<file path="src/rtl/hazard_ctrl.sv">
// hazard_ctrl: forwarding, load-use/branch/MUL-DIV stall and flush control for the 5-stage pipeline,
// with a saturating stall-cycle counter.
module hazard_ctrl #(
   parameter int REG_ADDR_W = 5,
   parameter int MD_LATENCY = 4,
   parameter int FWD_DECODE = 1,
   parameter int PERF_W     = 16
) (
   input  logic                  clk,
   input  logic                  rst_n,
   input  logic                  branchD,
   input  logic                  pc_srcD,
   input  logic [REG_ADDR_W-1:0] rsD,
   input  logic [REG_ADDR_W-1:0] rtD,
   input  logic [REG_ADDR_W-1:0] rsE,
   input  logic [REG_ADDR_W-1:0] rtE,
   input  logic [REG_ADDR_W-1:0] rf_waE,
   input  logic [REG_ADDR_W-1:0] rf_waM,
   input  logic [REG_ADDR_W-1:0] rf_waW,
   input  logic                  we_regE,
   input  logic                  we_regM,
   input  logic                  we_regW,
   input  logic                  dm2regE,
   input  logic                  dm2regM,
   input  logic                  mdstartE,
   output logic                  ForwardAD,
   output logic                  ForwardBD,
   output logic [1:0]            ForwardAE,
   output logic [1:0]            ForwardBE,
   output logic                  stallF,
   output logic                  stallD,
   output logic                  stallE,
   output logic                  flushD,
   output logic                  flushE,
   output logic                  flushM,
   output logic                  md_busy,
   output logic [PERF_W-1:0]     stall_cnt
);
   localparam int CW = $clog2(MD_LATENCY) + 1;
   localparam logic [CW-1:0] MD_LAST = CW'(MD_LATENCY - 1);
   logic [CW-1:0]     md_cnt_q, md_cnt_d;
   logic [PERF_W-1:0] stall_cnt_q, stall_cnt_d;
   logic match_e, match_m, lwstall, branchstall, mdstall, hz;
   always_comb begin
      match_e     = rf_waE != '0 && (rf_waE == rsD || rf_waE == rtD);
      match_m     = rf_waM != '0 && (rf_waM == rsD || rf_waM == rtD);
      lwstall     = dm2regE && match_e;
      branchstall = branchD && ((we_regE && match_e) || (dm2regM && match_m) ||
                                (FWD_DECODE == 0 && we_regM && match_m));
      mdstall     = mdstartE && md_cnt_q < MD_LAST;
      hz          = lwstall || branchstall;
      md_cnt_d    = mdstall ? md_cnt_q + 1'b1 : '0;
      // every output is forced low while reset is asserted
      stallF      = rst_n && (mdstall || hz);
      stallD      = stallF;
      stallE      = rst_n && mdstall;
      flushM      = stallE;
      md_busy     = stallE;
      flushE      = rst_n && !mdstall && hz;
      flushD      = rst_n && pc_srcD && !stallD;
      ForwardAD   = rst_n && FWD_DECODE != 0 && branchD && we_regM && rf_waM != '0 && rf_waM == rsD;
      ForwardBD   = rst_n && FWD_DECODE != 0 && branchD && we_regM && rf_waM != '0 && rf_waM == rtD;
      ForwardAE   = !rst_n ? 2'b00 :
                    (we_regM && rsE != '0 && rf_waM == rsE) ? 2'b10 :
                    (we_regW && rsE != '0 && rf_waW == rsE) ? 2'b01 : 2'b00;
      ForwardBE   = !rst_n ? 2'b00 :
                    (we_regM && rtE != '0 && rf_waM == rtE) ? 2'b10 :
                    (we_regW && rtE != '0 && rf_waW == rtE) ? 2'b01 : 2'b00;
      stall_cnt_d = (stallF && stall_cnt_q != '1) ? stall_cnt_q + 1'b1 : stall_cnt_q;
      stall_cnt   = stall_cnt_q;
   end
   always_ff @(posedge clk or negedge rst_n) begin
      if (!rst_n) begin
         md_cnt_q    <= '0;
         stall_cnt_q <= '0;
      end else begin
         md_cnt_q    <= md_cnt_d;
         stall_cnt_q <= stall_cnt_d;
      end
   end
endmodule

</file>
<file path="config.mk">
export PLATFORM = sky130hd
export DESIGN_NAME = hazard_ctrl
export DESIGN_NICKNAME = d
export VERILOG_FILES = /design/src/rtl/hazard_ctrl.sv
export SDC_FILE = /design/constraint.sdc
export NUM_CORES = 1
export LEC_CHECK = 0
export ABC_CLOCK_PERIOD_IN_PS = 5700
export CAP_MARGIN = 30
export CORE_MARGIN = 2
export CORE_UTILIZATION = 30
export CTS_CLUSTER_DIAMETER = 60
export CTS_CLUSTER_SIZE = 25
export DETAILED_ROUTE_END_ITERATION = 8
export REMOVE_ABC_BUFFERS = 1
export SLEW_MARGIN = 5
export SYNTH_ARGS = -nofsm -noshare
export SYNTH_HDL_FRONTEND = slang
export SYNTH_SLANG_ARGS = --single-unit
</file>
<file path="constraint.sdc">
create_clock -name clk -period 5.7 [get_ports clk]
set_input_delay 0.855 -clock clk [delete_from_list [all_inputs] [get_ports clk]]
set_output_delay 0.855 -clock clk [all_outputs]
set_load 0.01 [all_outputs]
</file>
* Word-level counts from Yosys, hierarchy flattened
Index checks and enable logic that the tools add are counted.
** Word-level totals
- Output and inout port bits :: 29
- Word-level logic and storage cells :: 59
- Register bits :: 19
** Operators by class
- Add/sub/neg operators :: 2
- Reductions and logical operators :: 38
- Muxes and demuxes :: 7
- $lt $le $gt $ge :: 1
- Equal/unequal tests :: 9
** Operators with widths (count)
- == test 5 bit :: 8
- logical AND 1 bit :: 27
- nonzero test 5 bit :: 4
- adder 16 x 1 -> 16 bit (second input constant) :: 1
- inequality test 16 bit (second input constant) :: 1
- 2-to-1 mux 2 bit :: 4
- logical OR 1 bit :: 5
- adder 3 x 1 -> 3 bit (second input constant) :: 1
- less-than comparator 3 x 2 -> 1 bit (second input constant) :: 1
- 2-to-1 mux 3 bit :: 1
- logical NOT 1 bit :: 2
- 2-to-1 mux 1 bit :: 2

* Depth between registers and ports, before layout
Gate-level depths: netlist of run 1.
- Depth after elaboration :: 11
- Depth in mapped cells :: 9
- Depth with buffers taken out :: 7

* Least setup slack after synthesis of run 1
OpenSTA, ideal clock, no wires.
- Kind :: input port to output port
- Start point :: input port rf_waM[2]
- End point :: output port stallF
- Stages :: 9
- Data required time :: 4.845 ns
- Slack :: 2.347 ns
- Path buffers :: 3
- Arrival time :: 2.498 ns
- Cell sequence :: buf_2 or4_1 o21a_1 nand2_1 a21oi_2 o31ai_4 buf_6 inv_1 buf_4
** On the way
- Cells in the longest elaborated chain, start to end :: 9
** Ends and longest elaborated chain
- start, declared :: line 18 : input logic [REG_ADDR_W-1:0] rf_waM,
- == test 5 bit :: line 46 : match_m = rf_waM != '0 && (rf_waM == rsD || rf_waM == rtD);
- logical OR 1 bit :: line 46
- logical AND 1 bit * :: line 46
- logical AND 1 bit * :: line 48 : branchstall = branchD && ((we_regE && match_e) || (dm2regM && match_m) ||
- logical OR 1 bit * :: line 48
- logical AND 1 bit * :: line 48
- logical OR 1 bit * :: line 51 : hz = lwstall || branchstall;
- logical OR 1 bit * :: line 54 : stallF = rst_n && (mdstall || hz);
- logical AND 1 bit * :: line 54
- end, declared :: line 30 : output logic stallF,
Every way passes the cells marked *; elsewhere a longest branch is shown, timed or not.

* Final worst setup path of run 1
- Start point :: input port rf_waM[1]
- End point :: output port stallD
** On the way
- Cells in the longest elaborated chain, start to end :: 9
** Ends and longest elaborated chain
- == test 5 bit :: line 46
- logical OR 1 bit :: line 46
- logical AND 1 bit * :: line 46
- logical AND 1 bit * :: line 48
- logical OR 1 bit * :: line 48
- logical AND 1 bit * :: line 48
- logical OR 1 bit * :: line 51
- logical OR 1 bit * :: line 54
- logical AND 1 bit * :: line 54
- end, declared :: line 31 : output logic stallD,
Marked as above.

==> summary.txt, run 1 <==
Status
  – Status: finished, final reports clean

Critical path
  – Crit path required time: between 4000 and 5000 ps
  – RR Endpoint: stall_cnt[1]
  – Crit. End Element: primary output
  – Worst reg2reg startpoint: stall_cnt[0]
  – Crit path DAT: around 3500 ps
  – WS Path Type: in2out
  – Crit-path max FO: 17
  – R2R Setup Slk: around 3400 ps
  – Worst R2R Path Depth: 7
  – Critical Path Source Type: input port

Global routing
  – First-pass GRT wire length: between 6000 and 7000 um
  – Largest net degree at the start of global routing: 29
  – Vias in the first global route: 1,453
  – Initial antenna violation count: 0
  – Total grt overflow: 0
  – Gr usage total: ~14%

Layout
  – ANT cells: 0
  – Area delta synth->final: 51.8%
  – Commonest non-fill, non-tap cells in the layout: clkdlybuf4s50_1, xor2_1, xnor2_1
  – Non-filler cells, final: between 300 and 400
  – Utilization after layout: between 40% and 50%
  – Commonest non-fill, non-tap cell in the layout: clkdlybuf4s50_1
  – Layout cells sized above 1: about 5.5%
  – Final net count: roughly 290

STA
  – Worst slew margin relative to its limit: about 53%
  – Final hold vios: 0
  – Final slew viol count: 0
  – Tmin final: about 4400 ps
  – Final TNS setup: 0 ps
  – Final Skew: approximately 0.94 ps
  – Fin crit share: between 70% and 80%
  – Finish-stage setup viols: 0
  – Worst-Margin Slew: 703 ps
  – RSZ-0062 raised after global routing: no
  – Fin worst setup slack: about 1300 ps
  – Achievable Freq: 228 MHz

Detailed routing
  – Initial DRC Count: slightly above 80
  – Vias per cell: 4.63
  – Drt pass-1 iters: 4
  – WL per Instance: about 13 um
  – WL final: 3850 um
  – Routed Antenna Nets: 0
  – DRC: 0
  – Vias: around 1,400

Power
  – Sw power: approximately 0.17 mW
  – Sequential group share of total power: between 40 and 50%
  – Worst VDD drop: ~0.21 mV
  – Pint: 0.345 mW
  – Combinational power share: 41.7%
  – Net Sw Frac: between 30% and 40%
  – PwrDens: approximately 220 nW/um2
  – Clock power share: 18.0%
  – Leak: between 0.8 and 0.9 nW

CTS
  – Hold_buf cts: 0
  – Clock Latency Late Sink: about 250 ps
  – Clock transition at path regs: around 70 ps
  – Post-CTS Setup Inserts: 0
  – Clk sinks: 19
  – Max Root-Sink Buffers: 2
  – PostCTS Resize Cnt: 0
  – CTS tree: built
  – H-tree Lvls: 1
  – Clock buffer count from CTS: 3
  – CTS Root Cell: clkbuf_8

Synth
  – Cell Area, Synth: 1560 um2
  – YS warnings: 0
  – Post-synthesis sequential element count: 19
  – Register area share after synthesis: between 30% and 40%
  – Syn_area_per_cell: about 9.2 um2
  – Cells after Synth: 170
  – Ys flop type: dfrtp_1
  – Post-synth EDFFs: 0
  – Synth cell types: 32
  – Synth async-reset ratio: between 90% and 100%

Floorplanning
  – Die X: about 76 um
  – Starting Density: between 30% and 40%
  – Placeable Area: 5070 um2
  – Die Area: a little under 6000 um2
  – I/O pin count: 74
  – # rows: 26
  – Die height: 76.1 um

Worst hold path
  – Hold crit path type: reg2reg
  – WHS Path Cells: 1
  – Hold_sp: md_cnt_q[0]
  – Hold path endpoint: md_cnt_q[0]

Place
  – Port bufs: 73
  – Placed cell count: 304
  – Dpl ws: 1300 ps
  – Routability cong.: around 0.8
  – Final HPWL DP: between 3000 and 4000 um

Run
  – Max_cap viols: 0
per-layer routing:
layer	part of all wire (%)	track usage [%]
met3	4.1	2.84
met2	48	24.0
met5	0	0
met4	1.7	3.82
met1	46	17.8
per-stage QoR:
step	hold slack (ps)	instance area [um2]	power [mW]
after detailed placement	455	2320	0.425
after CTS	465	2370	0.522
after global routing	490	2370	0.548
final	457	2370	0.513
after floorplan	430	1490	0.296
after global placement	451	2320	0.423
cell usage after synthesis (all sizes together) (2+ instances only):
library cell / count / area share, %
nand4: 8 / 3.2
dfrtp: 19 / 30
nand2: 7 / 1.7
nor4b: 2 / 1.1
nor2: 10 / 2.6
a21oi: 3 / 1.2
nor3b: 2 / 0.96
nand3: 12 / 3.8
buf: 7 / 3.5
or4: 4 / 1.9
nor3: 10 / 3.2
xnor2: 25 / 14
inv: 2 / 0.48
and2: 5 / 2.0
clkbuf: 4 / 0.96
nor4: 10 / 4.8
xor2: 29 / 16
ha: 2 / 1.6
state kept, by name, summed over array words and instances, names as in the netlist:
name       flops
stall_cnt     16
md_cnt_q       3
power groups by stage:
stage / Combinational [mW] / Sequential, mW / Clock, mW
after floorplan: 0.0802 / 0.215 / 0
after global placement: 0.214 / 0.209 / 0
after detailed placement: 0.216 / 0.209 / 0
after CTS: 0.217 / 0.207 / 0.0983
after global routing: 0.232 / 0.213 / 0.102
final: 0.214 / 0.207 / 0.0924
final cells by class:
class	instances	area [um2]
multi-input cells	138	1010
well taps	70	87.6
clock buffers	4	45.0
inverters	2	7.51
flip-flops and latches	19	475
repair buffers	75	746
fillers	515	2710
cells by family (layout without fill, tap and decap cells):
group                      Yosys count  after routing  share of synthesized area (%)
xor gates and xnor gates            54             54                           30.3
DFF                                 19             19                           30.5
buffers and inverters               13             81                           4.97
AOI/OAI and AO/OA                    6              6                           3.85
muxes                                2              2                           1.60
adders and majority gates            2              2                           1.60
and+or+nand+nor                     74             74                           27.2
worst max path at each step:
stage,slack [ps],end,cells past startpoint,startpoint
2_1_floorplan,2470,stallD,6,rf_waM[1]
4_1_cts,1290,stallD,8,rf_waM[1]
6_report,1310,stallD,8,rf_waM[1]
3_3_place_gp,1300,stallF,8,rf_waM[1]
5_1_grt,1150,stallD,8,rf_waM[1]
3_5_place_dp,1300,stallD,8,rf_waM[1]
worst max-delay path: stages:
cell             delay (ps)
clkdlybuf4s50_1         550
or4_1                   570
o21a_1                  190
nand2_1                  80
a21oi_2                  50
o31ai_4                 580
inv_1                   140
clkdlybuf4s50_1         510
Power figures use the tool's default switching activity.
==> run 2: changes to the inputs <==
--- a/config.mk
+++ b/config.mk
@@ -5,7 +5,7 @@
 export SDC_FILE = /design/constraint.sdc
 export NUM_CORES = 1
 export LEC_CHECK = 0
-export ABC_CLOCK_PERIOD_IN_PS = 5700
+export ABC_CLOCK_PERIOD_IN_PS = 3880
 export CAP_MARGIN = 30
 export CORE_MARGIN = 2
 export CORE_UTILIZATION = 30
==> constraint.sdc (replaced) <==
create_clock -name clk -period 3.88 [get_ports clk]
set_input_delay 0.582 -clock clk [delete_from_list [all_inputs] [get_ports clk]]
set_output_delay 0.582 -clock clk [all_outputs]
set_load 0.01 [all_outputs]
==> run 2 against run 1 <==
Compared with the run above:
- global-route usage grew 0.93 points
- clock power is 45% higher
- design area rose by 0.95%
- sequential power is 46% higher
- critical endpoint is now flushD
- highest routed layer unchanged
==> summary.txt, run 2 (same netlist as run 1, synthesis figures left out) <==
Status
  – Status: finished, final reports clean

Critical path
  – Crit path required time: between 3000 and 4000 ps
  – RR Endpoint: stall_cnt[1]
  – Worst reg2reg startpoint: stall_cnt[0]
  – Crit. End Element: primary output
  – R2R Setup Slk: 1490 ps
  – Crit path largest cell delay: 570 ps
  – Crit path DAT: between 2000 and 3000 ps
  – Slowest-stage cell, CP: clkdlybuf4s50_1
  – CP most frequent cell: clkdlybuf4s50_1
  – Worst R2R Path Depth: 7
  – WS Path Type: in2out
  – Crit-path max FO: 5
  – Critical Path Source Type: input port
  – Ordered cell list for the critical path: clkdlybuf4s50_1 -> or4_1 -> o21a_1 -> nand2_1 -> a21oi_2 -> nor2_1 -> and4b_1 -> clkdlybuf4s50_1

Layout
  – Largest register FFs: 16
  – Non-filler cells, final: around 310
  – Final net count: about 290
  – Layout cells sized above 1: 6.64%
  – Commonest non-fill, non-tap cell in the layout: clkdlybuf4s50_1
  – Area delta synth->final: 53.2%
  – ANT cells: 0
  – Commonest non-fill, non-tap cells in the layout: clkdlybuf4s50_1, xor2_1, xnor2_1

Global routing
  – First-pass GRT wire length: around 7100 um
  – Total grt overflow: 0
  – Largest net degree at the start of global routing: 18
  – Gr usage total: about 15%
  – Initial antenna violation count: 0
  – Vias in the first global route: roughly 1,500

Worst hold path
  – Hold_sp: md_cnt_q[0]
  – Hold path endpoint: md_cnt_q[0]
  – Hold crit path type: reg2reg
  – WHS Path Cells: 1

CTS
  – Clk sinks: 19
  – Max Root-Sink Buffers: 2
  – Clock buffer count from CTS: 3
  – H-tree Lvls: 1
  – Clock Latency Late Sink: 250 ps
  – Clock transition at path regs: 70 ps
  – PostCTS Resize Cnt: 0
  – Hold_buf cts: 0
  – CTS tree: built
  – Post-CTS Setup Inserts: 0
  – CTS Root Cell: clkbuf_8

STA
  – Final TNS setup: 0 ps
  – RSZ-0062 raised after global routing: no
  – Final Skew: approximately 1.0 ps
  – Final hold vios: 0
  – Final slew viol count: 0
  – Fin crit share: 89.8%
  – Fin worst setup slack: 396 ps
  – Worst slew margin relative to its limit: 60.0%
  – Hold WS: ~470 ps
  – Tmin final: around 3500 ps
  – Achievable Freq: between 200 and 300 MHz
  – Finish-stage setup viols: 0
  – Worst-Margin Slew: 595 ps

Floorplanning
  – Die height: ~76 um
  – # rows: 26
  – Starting Density: about 30%
  – Placeable Area: approximately 5100 um2
  – Die X: between 70 and 80 um
  – I/O pin count: between 70 and 80
  – Die Area: roughly 5800 um2

Detailed routing
  – Initial DRC Count: 57
  – Routed Antenna Nets: 0
  – WL per Instance: roughly 13 um
  – WL final: around 4000 um
  – Vias: 1,386
  – Drt pass-1 iters: 4
  – Vias per cell: approximately 4.5
  – DRC: 0

Power
  – Leak: between 0.9 and 1 nW
  – Overall power: between 0.7 and 0.8 mW
  – Worst VDD drop: approximately 0.30 mV
  – PwrDens: about 320 nW/um2

Place
  – Final HPWL DP: roughly 3400 um
  – Dpl ws: just under 400 ps
  – Placed cell count: 307
  – Port bufs: between 70 and 80
  – Routability cong.: roughly 0.8

Run
  – Max_cap viols: 0
==> run 2: worst max path at each step <==
stage	to	slack, ps	cells after the start	from
after detailed placement	flushD	390	8	rf_waM[1]
after floorplan	stallD	1200	6	rf_waM[1]
after global placement	flushD	430	8	rf_waM[1]
after global routing	flushD	310	8	rf_waM[1]
after CTS	flushD	400	8	rf_waM[1]
final	flushD	400	8	rf_waM[1]
==> run 2: metal layers <==
layer	wire, um	vias to the layer above	part of all wire, %	track usage, %
met5	0	-	0	0
met4	74	0	1.9	3.64
met3	175	8	4.4	3.79
met2	1850	37	46	24.6
met1	1890	605	47	19.5
li1	-	736	-	-
==> run 2: area by class of cell <==
type	instances	area (um2)
sequential	19	475
fill	516	2680
tap	70	87.6
timing repair buffer	78	768
multi-input combinational	138	1010
clock buffer	4	45.0
inverter	2	7.51
==> run 2: critical path, delay by kind of cell <==
kind | cells | cell delay (ps)
buffers and inverters | 2 | 1100
AO/OA/AOI/OAI | 2 | 240
AND/OR/NAND/NOR | 4 | 970
==> run 2: through the flow <==
step	utilization, %	instance area [um2]
after floorplan	-	1490
after global placement	46.2	2350
after detailed placement	46.2	2350
after CTS	47.1	2390
after global routing	47.1	2390
final	47.1	2390
==> run 2: where the power goes <==
part	internal, mW	switching [mW]
logic	0.192	0.125
registers	0.244	0.0594
clock network	0.0729	0.0612
